**config.mk**
```make
export PLATFORM = sky130hd
export DESIGN_NAME = reset_sequencer
export DESIGN_NICKNAME = d
export VERILOG_FILES = /design/src/rtl/reset_sequencer.sv
export SDC_FILE = /design/constraint.sdc
export NUM_CORES = 1
export LEC_CHECK = 0
export BUFFER_PORTS_ARGS = -buffer_cell sky130_fd_sc_hd__buf_4
export CAP_MARGIN = 20
export CORE_UTILIZATION = 40
export DETAILED_ROUTE_END_ITERATION = 7
export PLACE_DENSITY = 0.57
export SYNTH_ARGS = -nofsm -noshare
export SYNTH_HDL_FRONTEND = slang
export SYNTH_SLANG_ARGS = --single-unit
```
**constraint.sdc**
```tcl
create_clock -name i_clk -period 2.28 [get_ports i_clk]
set_clock_uncertainty 0.05 [all_clocks]
set_input_delay 0.114 -clock i_clk [delete_from_list [all_inputs] [get_ports i_clk]]
set_output_delay 0.114 -clock i_clk [all_outputs]
set_load 0.005 [all_outputs]
```
**src/rtl/reset_sequencer.sv**
```systemverilog
// Sequenced reset release: hold all domains low, then release them one at a time,
// waiting for each domain's ready acknowledge (or a timeout) plus a gap.
module reset_sequencer #(
  parameter int NUM_DOMAINS    = 4,
  parameter int HOLD_CYCLES    = 16,
  parameter int GAP_CYCLES     = 4,
  parameter int TIMEOUT_CYCLES = 64
) (
  input  logic                   i_clk,
  input  logic                   i_reset,
  input  logic                   i_sw_rst_req,
  input  logic [NUM_DOMAINS-1:0] i_dom_ready,
  output logic [NUM_DOMAINS-1:0] o_rst_n_out,
  output logic                   o_seq_busy,
  output logic                   o_seq_done,
  output logic [NUM_DOMAINS-1:0] o_seq_err
);

  localparam int MAX_HG = (HOLD_CYCLES > GAP_CYCLES) ? HOLD_CYCLES : GAP_CYCLES;
  localparam int MAXC   = (MAX_HG > TIMEOUT_CYCLES) ? MAX_HG : TIMEOUT_CYCLES;
  localparam int CW     = $clog2(MAXC + 1);
  localparam int IW     = (NUM_DOMAINS > 1) ? $clog2(NUM_DOMAINS) : 1;

  // Terminal counts compared against cnt+1, one bit wider so the increment never wraps
  localparam logic [CW:0] HOLD_W = (CW+1)'(HOLD_CYCLES);
  localparam logic [CW:0] GAP_W  = (CW+1)'(GAP_CYCLES);
  localparam logic [CW:0] TMO_W  = (CW+1)'(TIMEOUT_CYCLES);
  localparam logic [IW-1:0] LAST_IDX = IW'(NUM_DOMAINS - 1);

  typedef enum logic [1:0] {S_ASSERT, S_WAIT_RDY, S_GAP, S_RUN} state_t;

  state_t                 r_state, w_state_nxt;
  logic [CW-1:0]          r_cnt, w_cnt_nxt;
  logic [IW-1:0]          r_idx, w_idx_nxt;
  logic [NUM_DOMAINS-1:0] r_rst_n, w_rst_nxt;
  logic                   r_busy, w_busy_nxt;
  logic                   r_done, w_done_nxt;
  logic [NUM_DOMAINS-1:0] r_err, w_err_nxt;

  logic [CW:0]   w_cnt_inc;
  logic [IW-1:0] w_idx_p1;
  logic          w_rdy;
  logic          w_tmo;

  assign w_cnt_inc = {1'b0, r_cnt} + (CW+1)'(1);
  assign w_idx_p1  = r_idx + IW'(1);
  assign w_rdy     = i_dom_ready[r_idx];
  assign w_tmo     = (w_cnt_inc == TMO_W);

  always_comb begin
    w_state_nxt = r_state;
    w_cnt_nxt   = '0;
    w_idx_nxt   = r_idx;
    w_rst_nxt   = r_rst_n;
    w_busy_nxt  = r_busy;
    w_done_nxt  = r_done;
    w_err_nxt   = r_err;
    case (r_state)
      S_ASSERT: begin
        w_rst_nxt  = '0;
        w_busy_nxt = 1'b1;
        w_done_nxt = 1'b0;
        if (w_cnt_inc == HOLD_W) begin
          w_rst_nxt[0] = 1'b1;
          w_idx_nxt    = '0;
          w_state_nxt  = S_WAIT_RDY;
        end else begin
          w_cnt_nxt = w_cnt_inc[CW-1:0];
        end
      end
      S_WAIT_RDY: begin
        // A timeout is recorded, then handled exactly like a late ready
        if (w_rdy || w_tmo) begin
          if (!w_rdy) w_err_nxt[r_idx] = 1'b1;
          if (r_idx == LAST_IDX) begin
            w_state_nxt = S_RUN;
            w_done_nxt  = 1'b1;
            w_busy_nxt  = 1'b0;
          end else if (GAP_CYCLES == 0) begin
            w_rst_nxt[w_idx_p1] = 1'b1;
            w_idx_nxt           = w_idx_p1;
          end else begin
            w_state_nxt = S_GAP;
          end
        end else begin
          w_cnt_nxt = w_cnt_inc[CW-1:0];
        end
      end
      S_GAP: begin
        if (w_cnt_inc == GAP_W) begin
          w_rst_nxt[w_idx_p1] = 1'b1;
          w_idx_nxt           = w_idx_p1;
          w_state_nxt         = S_WAIT_RDY;
        end else begin
          w_cnt_nxt = w_cnt_inc[CW-1:0];
        end
      end
      S_RUN: begin
        w_rst_nxt = '1;
      end
      default: begin
        w_state_nxt = S_ASSERT;
        w_idx_nxt   = '0;
        w_rst_nxt   = '0;
        w_busy_nxt  = 1'b1;
        w_done_nxt  = 1'b0;
      end
    endcase
    // Software request overrides every other transition; counting resumes once it drops
    if (i_sw_rst_req) begin
      w_state_nxt = S_ASSERT;
      w_cnt_nxt   = '0;
      w_idx_nxt   = '0;
      w_rst_nxt   = '0;
      w_busy_nxt  = 1'b1;
      w_done_nxt  = 1'b0;
      w_err_nxt   = '0;
    end
  end

  always_ff @(posedge i_clk) begin
    if (i_reset) begin
      r_state <= S_ASSERT;
      r_cnt   <= '0;
      r_idx   <= '0;
      r_rst_n <= '0;
      r_busy  <= 1'b1;
      r_done  <= 1'b0;
      r_err   <= '0;
    end else begin
      r_state <= w_state_nxt;
      r_cnt   <= w_cnt_nxt;
      r_idx   <= w_idx_nxt;
      r_rst_n <= w_rst_nxt;
      r_busy  <= w_busy_nxt;
      r_done  <= w_done_nxt;
      r_err   <= w_err_nxt;
    end
  end

  assign o_rst_n_out = r_rst_n;
  assign o_seq_busy  = r_busy;
  assign o_seq_done  = r_done;
  assign o_seq_err   = r_err;

endmodule
```
==> results of run 1 <==
[final timing paths]
kind                                startpoint        endpoint  slack, ns  cells past startpoint
worst max-delay path                  r_cnt[0]      r_state[0]       0.11                      7
worst min-delay path              i_sw_rst_req        r_idx[0]       0.02                      3
worst max register to register        r_cnt[0]      r_state[0]       0.11                      7
worst min register to register  o_rst_n_out[1]  o_rst_n_out[1]       0.43                      1
[cell type report]
class / count / area (um^2) / share of cell area, %
well taps: 44 / 55.05 / 3.569
multi-input cells: 111 / 845.8 / 54.83
inverters: 9 / 33.78 / 2.190
repair buffers: 20 / 155.1 / 10.06
clock inverters: 1 / 7.507 / 0.4866
flip-flops and latches: 21 / 422.9 / 27.41
clock buffers: 3 / 22.52 / 1.460
[logic make-up (layout without fill, tap and decap cells)]
group / after synthesis / after routing / synth area share (%)
simple gates: 54 / 54 / 22.58
fa+ha+maj: 15 / 15 / 14.35
xor+xnor: 7 / 7 / 4.689
flops: 21 / 21 / 32.15
buf+inv: 13 / 33 / 4.115
mux: 2 / 2 / 2.488
compound gates: 33 / 33 / 19.62
[critical path, stage by stage (launching register included)]
cell and delay [ns]:
dfxtp_2 0.38, buf_4 0.13, ha_1 0.22, or4b_4 0.50
o31a_1 0.32, nor2_4 0.15, nand3_2 0.09, o221a_1 0.25
[registers in the layout, summed over array words and instances, names as in the netlist]
| name | cells |
|---|---|
| o_seq_busy | 1 |
| o_rst_n_out | 4 |
| r_cnt | 7 |
| o_seq_err | 4 |
| o_seq_done | 1 |
| r_state | 2 |
| r_idx | 2 |
[metal layers]
layer | GRT usage, % | up-vias
li1 | - | 551
met1 | 21.86 | 497
met3 | 4.803 | 4
met2 | 30.36 | 16
met5 | 0 | -
met4 | 6.122 | 0
[layout by cell type, fill, tap and decap left out, drive strengths merged, types with 2 or more instances in the layout]
cell         count
nor2            27
dfxtp           21
buf             18
ha              15
inv              9
a21oi            8
xnor2            6
nor3             4
nand2            4
o21a             4
nand3            4
o31a             3
o21ai            3
clkbuf           3
nor3b            2
a22oi            2
nor2b            2
a31o             2
dlygate4sd3      2
a21o             2
o31ai            2
[timing repair]
action                                 in CTS  in global routing
buffers inserted                            0                  0
hold buffers                                2                  0
setup endpoints to repair                   0                  8
endpoints found under the hold margin       1                  0
gates resized for setup                     0                  4
[through the flow]
stage               total power, mW  std cells  TNS [ns]  utilization, %
finish                       0.5913        209         0           50.12
global route                 0.6198        209  -0.01829           50.12
CTS                          0.6011        209         0           49.63
detailed placement           0.4012        203         0           48.01
global placement             0.4011        203         0           48.01
floorplan                    0.3885        145         0               -
[power by group through the flow]
stage / clock network [mW] / registers [mW] / logic (mW)
after global placement: 0 / 0.378 / 0.0231
final: 0.194 / 0.371 / 0.0262
after detailed placement: 0 / 0.378 / 0.0231
after floorplan: 0 / 0.378 / 0.0101
after global routing: 0.218 / 0.372 / 0.0299
after CTS: 0.205 / 0.370 / 0.0258
==> flow_metrics.tcl, run 1 <==
set metrics [dict create \
    status "completed" \
    dieArea_um2 3502 \
    ant_nets 0 \
    fillers 309 \
    leakage_nw 0.5986 \
    grtUsageTotal_pct 17.91 \
    yosysWarnings 0 \
    power_switching_uw 140.6 \
    cp.required_ns 2.45 \
    synth_commonest_cells "nor2_1, dfxtp_1, ha_1" \
    fin_area_um2 1543 \
    clock_latency_ns 0.31 \
    core_area_um2 3078 \
    die_x_um 59.18 \
    p_seq_share_pct 62.8 \
    ys_types 46 \
    p_per_area_nw_per_um2 383.3 \
    wl_per_cell_um 13.31 \
    ys_top_cells_by_area "dfxtp_1, ha_1, nor2_1" \
    gr-total-overflow 0 \
    place_hpwl_mm 2.186 \
    cts_tree "built" \
    syn-instance-count 145 \
    fin_crit_sh_pct 95.23 \
    top_layer "met4" \
    vdd_drop_max_uv 367.8 \
    yosys.cell_count.top_type "nor2_1" \
    ys_seq_area_share_pct 32.15 \
    syn_area_per_cell_um2 9.017 \
    drc 0 \
    grt_pass1_vias 999 \
    met3_length_um 80 \
    endpoint_kind "flop" \
    synth-async-reset-ratio_pct 0 \
    grt_pass1_wl_mm 4.609 \
    clockBufferDepth 2 \
    maxSlewHeadroom_pct 68.35 \
    synthToLayoutAreaGrowth_pct 17.99 \
    hp-class "input pin to flop" \
    insertedDiodeCount 0 \
    swShare_pct 23.78 \
    vias 1068 \
    dp_worst_setup_slack_ns 0.009230 \
    worst-endpoint-arrival_ns 2.34 \
    crit_path_start_kind "flop" \
    critPathMaxFanout 5 \
    worst-setup-path-type "flop to flop" \
    cts-root-buf "clkbuf_4" \
    io_pins 17 \
    die_h_um 59.18 \
    grt_max_degree 14 \
    dpl_cell_area_um2 1478 \
    routed_wirelength_mm 2.782 \
    gp_congestion 0.9198 \
    drt-pass1-iter-count 4 \
    worst_slack_ns 0.1088 \
    p_int_uw 450.7 \
    clkTransAtPathRegs_ns 0.13 \
    ys_ff_latch 21 \
    max_freq_mhz 460.6 \
    start_util_pct 42.48 \
    synth_area_um2 1308 \
    tightest_slew_ns 0.4729 \
    clkSinkCount 21 \
    avgViaCountPerCell 5.110 \
    cts_buffers 3 \
    drive_above_1_share_pct 22.42 \
    drv_slew 0 \
    drt-met1-wl_mm 1.268 \
    pwr-share-comb_pct 4.4 \
    routed-wl-met2_mm 1.391 \
    synth_edf_count 0 \
    syn_nets 167 \
    hold_violations 0 \
    antenna_found_initial 0 \
    ys.flop_type "dfxtp_1" \
    final_nets 188 \
    rows 20 \
    hold_ws_ns 0.02191 \
    synth_top_area_share_pct 32.15 \
    synth_area_leader_cell "dfxtp_1" \
    detail_route.iter0.violations 40 \
    cts_max_level 1 \
    fin_crit_ns 2.171 \
    setup_viol 0 \
    pwr-share-clk_pct 32.8 \
    maxCapViolCount 0 \
    io_buffers 16 \
]
Power figures use the tool's default switching activity.
==> run 2: changes to the inputs <==
Settings changed: CTS_BUF_LIST set to sky130_fd_sc_hd__clkbuf_16.
==> flow_metrics.tcl, run 2 (same netlist as run 1, synthesis figures left out) <==
set metrics [dict create \
    worst_slack_ns 0.09433 \
    pwr-share-clk_pct 49.8 \
    crit_chain "buf_4 -> ha_2 -> or4b_4 -> o31a_1 -> nor2_4 -> nand3_2 -> o221a_1" \
    clkSinkCount 21 \
    power_switching_uw 166.3 \
    crit_path_start_kind "flop" \
    p_per_area_nw_per_um2 498.6 \
    endpoint_kind "flop" \
    avgViaCountPerCell 5.164 \
    crit_path_top_delay_cell "or4b_4" \
    post_cts_buffers 0 \
    antenna_found_initial 0 \
    grt_pass1_vias 999 \
    dp_worst_setup_slack_ns 0.009230 \
    rsz0062_at_grt "no" \
    drive_above_1_share_pct 22.09 \
    detail_route.iter0.violations 36 \
    totalPowerFinal_uw 785.4 \
    routed_wirelength_mm 2.802 \
    leakage_nw 0.6086 \
    worst-endpoint-arrival_ns 2.29 \
    drc 0 \
    crit_path_max_incr_delay_ns 0.48 \
    cp-endpoint "r_state[0]" \
    gr-total-overflow 0 \
    regToRegStartpoint "r_cnt[0]" \
    start_util_pct 42.48 \
    worst-setup-path-type "flop to flop" \
    status "completed" \
    grt_max_degree 14 \
    rr_worst_depth 7 \
    io_pins 17 \
    hold_violations 0 \
    core_area_um2 3078 \
    io_buffers 16 \
    maxCapViolCount 0 \
    layout_commonest_cell "nor2_1" \
    synthToLayoutAreaGrowth_pct 20.48 \
    gp_congestion 0.9198 \
    drv_slew 0 \
    die_h_um 59.18 \
    final_nets 186 \
    vdd_drop_max_uv 409.8 \
    insertedDiodeCount 0 \
    setup_tns_ns 0 \
    die_x_um 59.18 \
    cts-root-buf "clkbuf_16" \
    place_hpwl_mm 2.186 \
    swShare_pct 21.17 \
    r2r_slack_ns 0.09 \
    pwr-share-comb_pct 3.0 \
    final_cell_mix "nor2_1, dfxtp_1, buf_4, ha_1, inv_1" \
    cts_tree "built" \
    dieArea_um2 3502 \
    cts_max_level 1 \
    p_seq_share_pct 47.2 \
    hp-class "input pin to flop" \
    grt_pass1_wl_mm 4.595 \
    p_int_uw 619.1 \
    tightest_slew_ns 0.4926 \
    rows 20 \
    largest-register "r_cnt" \
    clock_latency_ns 0.26 \
    clockBufferDepth 2 \
    vias 1069 \
    critPathLaunch "r_cnt[0]" \
    grtUsageTotal_pct 17.91 \
    max_freq_mhz 457.5 \
    clkTransAtPathRegs_ns 0.06 \
    maxSlewHeadroom_pct 67.03 \
    largest_register_ffs 7 \
    setup_viol 0 \
    fin_crit_sh_pct 95.86 \
    cp.required_ns 2.38 \
    drt-pass1-iter-count 4 \
    fin_crit_ns 2.186 \
    reg2reg_to "r_state[0]" \
    wl_per_cell_um 13.54 \
    ant_nets 0 \
    fillers 303 \
    cts_buffers 3 \
    critPathMaxFanout 5 \
    postLayoutCoreUtil_pct 51.18 \
]
run 2: power groups by stage:
| stage | Clock (mW) | Sequential (mW) | Combinational (mW) |
|---|---|---|---|
| 2_1_floorplan | 0 | 0.378 | 0.0101 |
| 3_3_place_gp | 0 | 0.378 | 0.0231 |
| 3_5_place_dp | 0 | 0.378 | 0.0231 |
| 4_1_cts | 0.396 | 0.370 | 0.0232 |
| 5_1_grt | 0.411 | 0.371 | 0.0268 |
| 6_report | 0.391 | 0.371 | 0.0235 |
run 2: stage by stage:
step	instances	instance area [um^2]	hold slack, ns
floorplan	145	1308	0.2001
global placement	203	1478	0.3372
finish	207	1575	0.06989
CTS	207	1560	0.07201
global route	207	1575	0.09619
detailed placement	203	1478	0.3397
run 2: metal layers:
metal / track usage [%] / up-vias / share of wire, %
li1: - / 547 / -
met1: 22.13 / 498 / 47
met2: 29.55 / 16 / 48
met3: 4.803 / 8 / 2.9
met4: 7.143 / 0 / 2.2
met5: 0 / - / 0
run 2: cell type report:
| type | count | area (um^2) | area share, % |
|---|---|---|---|
| timing repair buffer | 18 | 135.1 | 8.578 |
| multi-input combinational | 111 | 848.3 | 53.85 |
| tap | 44 | 55.05 | 3.495 |
| sequential | 21 | 420.4 | 26.69 |
| clock buffer | 3 | 75.07 | 4.766 |
| clock inverter | 1 | 7.507 | 0.4766 |
| inverter | 9 | 33.78 | 2.145 |
run 2: worst min-delay path by stage:
stage,to,start,cells after the start
global route,o_seq_busy,i_reset,3
floorplan,o_seq_busy,i_reset,2
CTS,o_seq_busy,i_reset,3
finish,o_seq_busy,i_reset,3
detailed placement,o_seq_busy,i_reset,3
global placement,o_seq_busy,i_reset,3
run 2: worst max-delay path: cells and delay by family, from the launching register on:
kind / cells / cell delay [ns]
flip-flops: 1 / 0.38
buffers and inverters: 1 / 0.15
AO/OA/AOI/OAI: 2 / 0.56
AND/OR/NAND/NOR: 3 / 0.73
adder cells (fa/ha/maj): 1 / 0.20
run 2: timing repair:
action,in CTS,in global routing
resized for setup,0,3
hold buffers,0,0
setup endpoints to repair,0,8
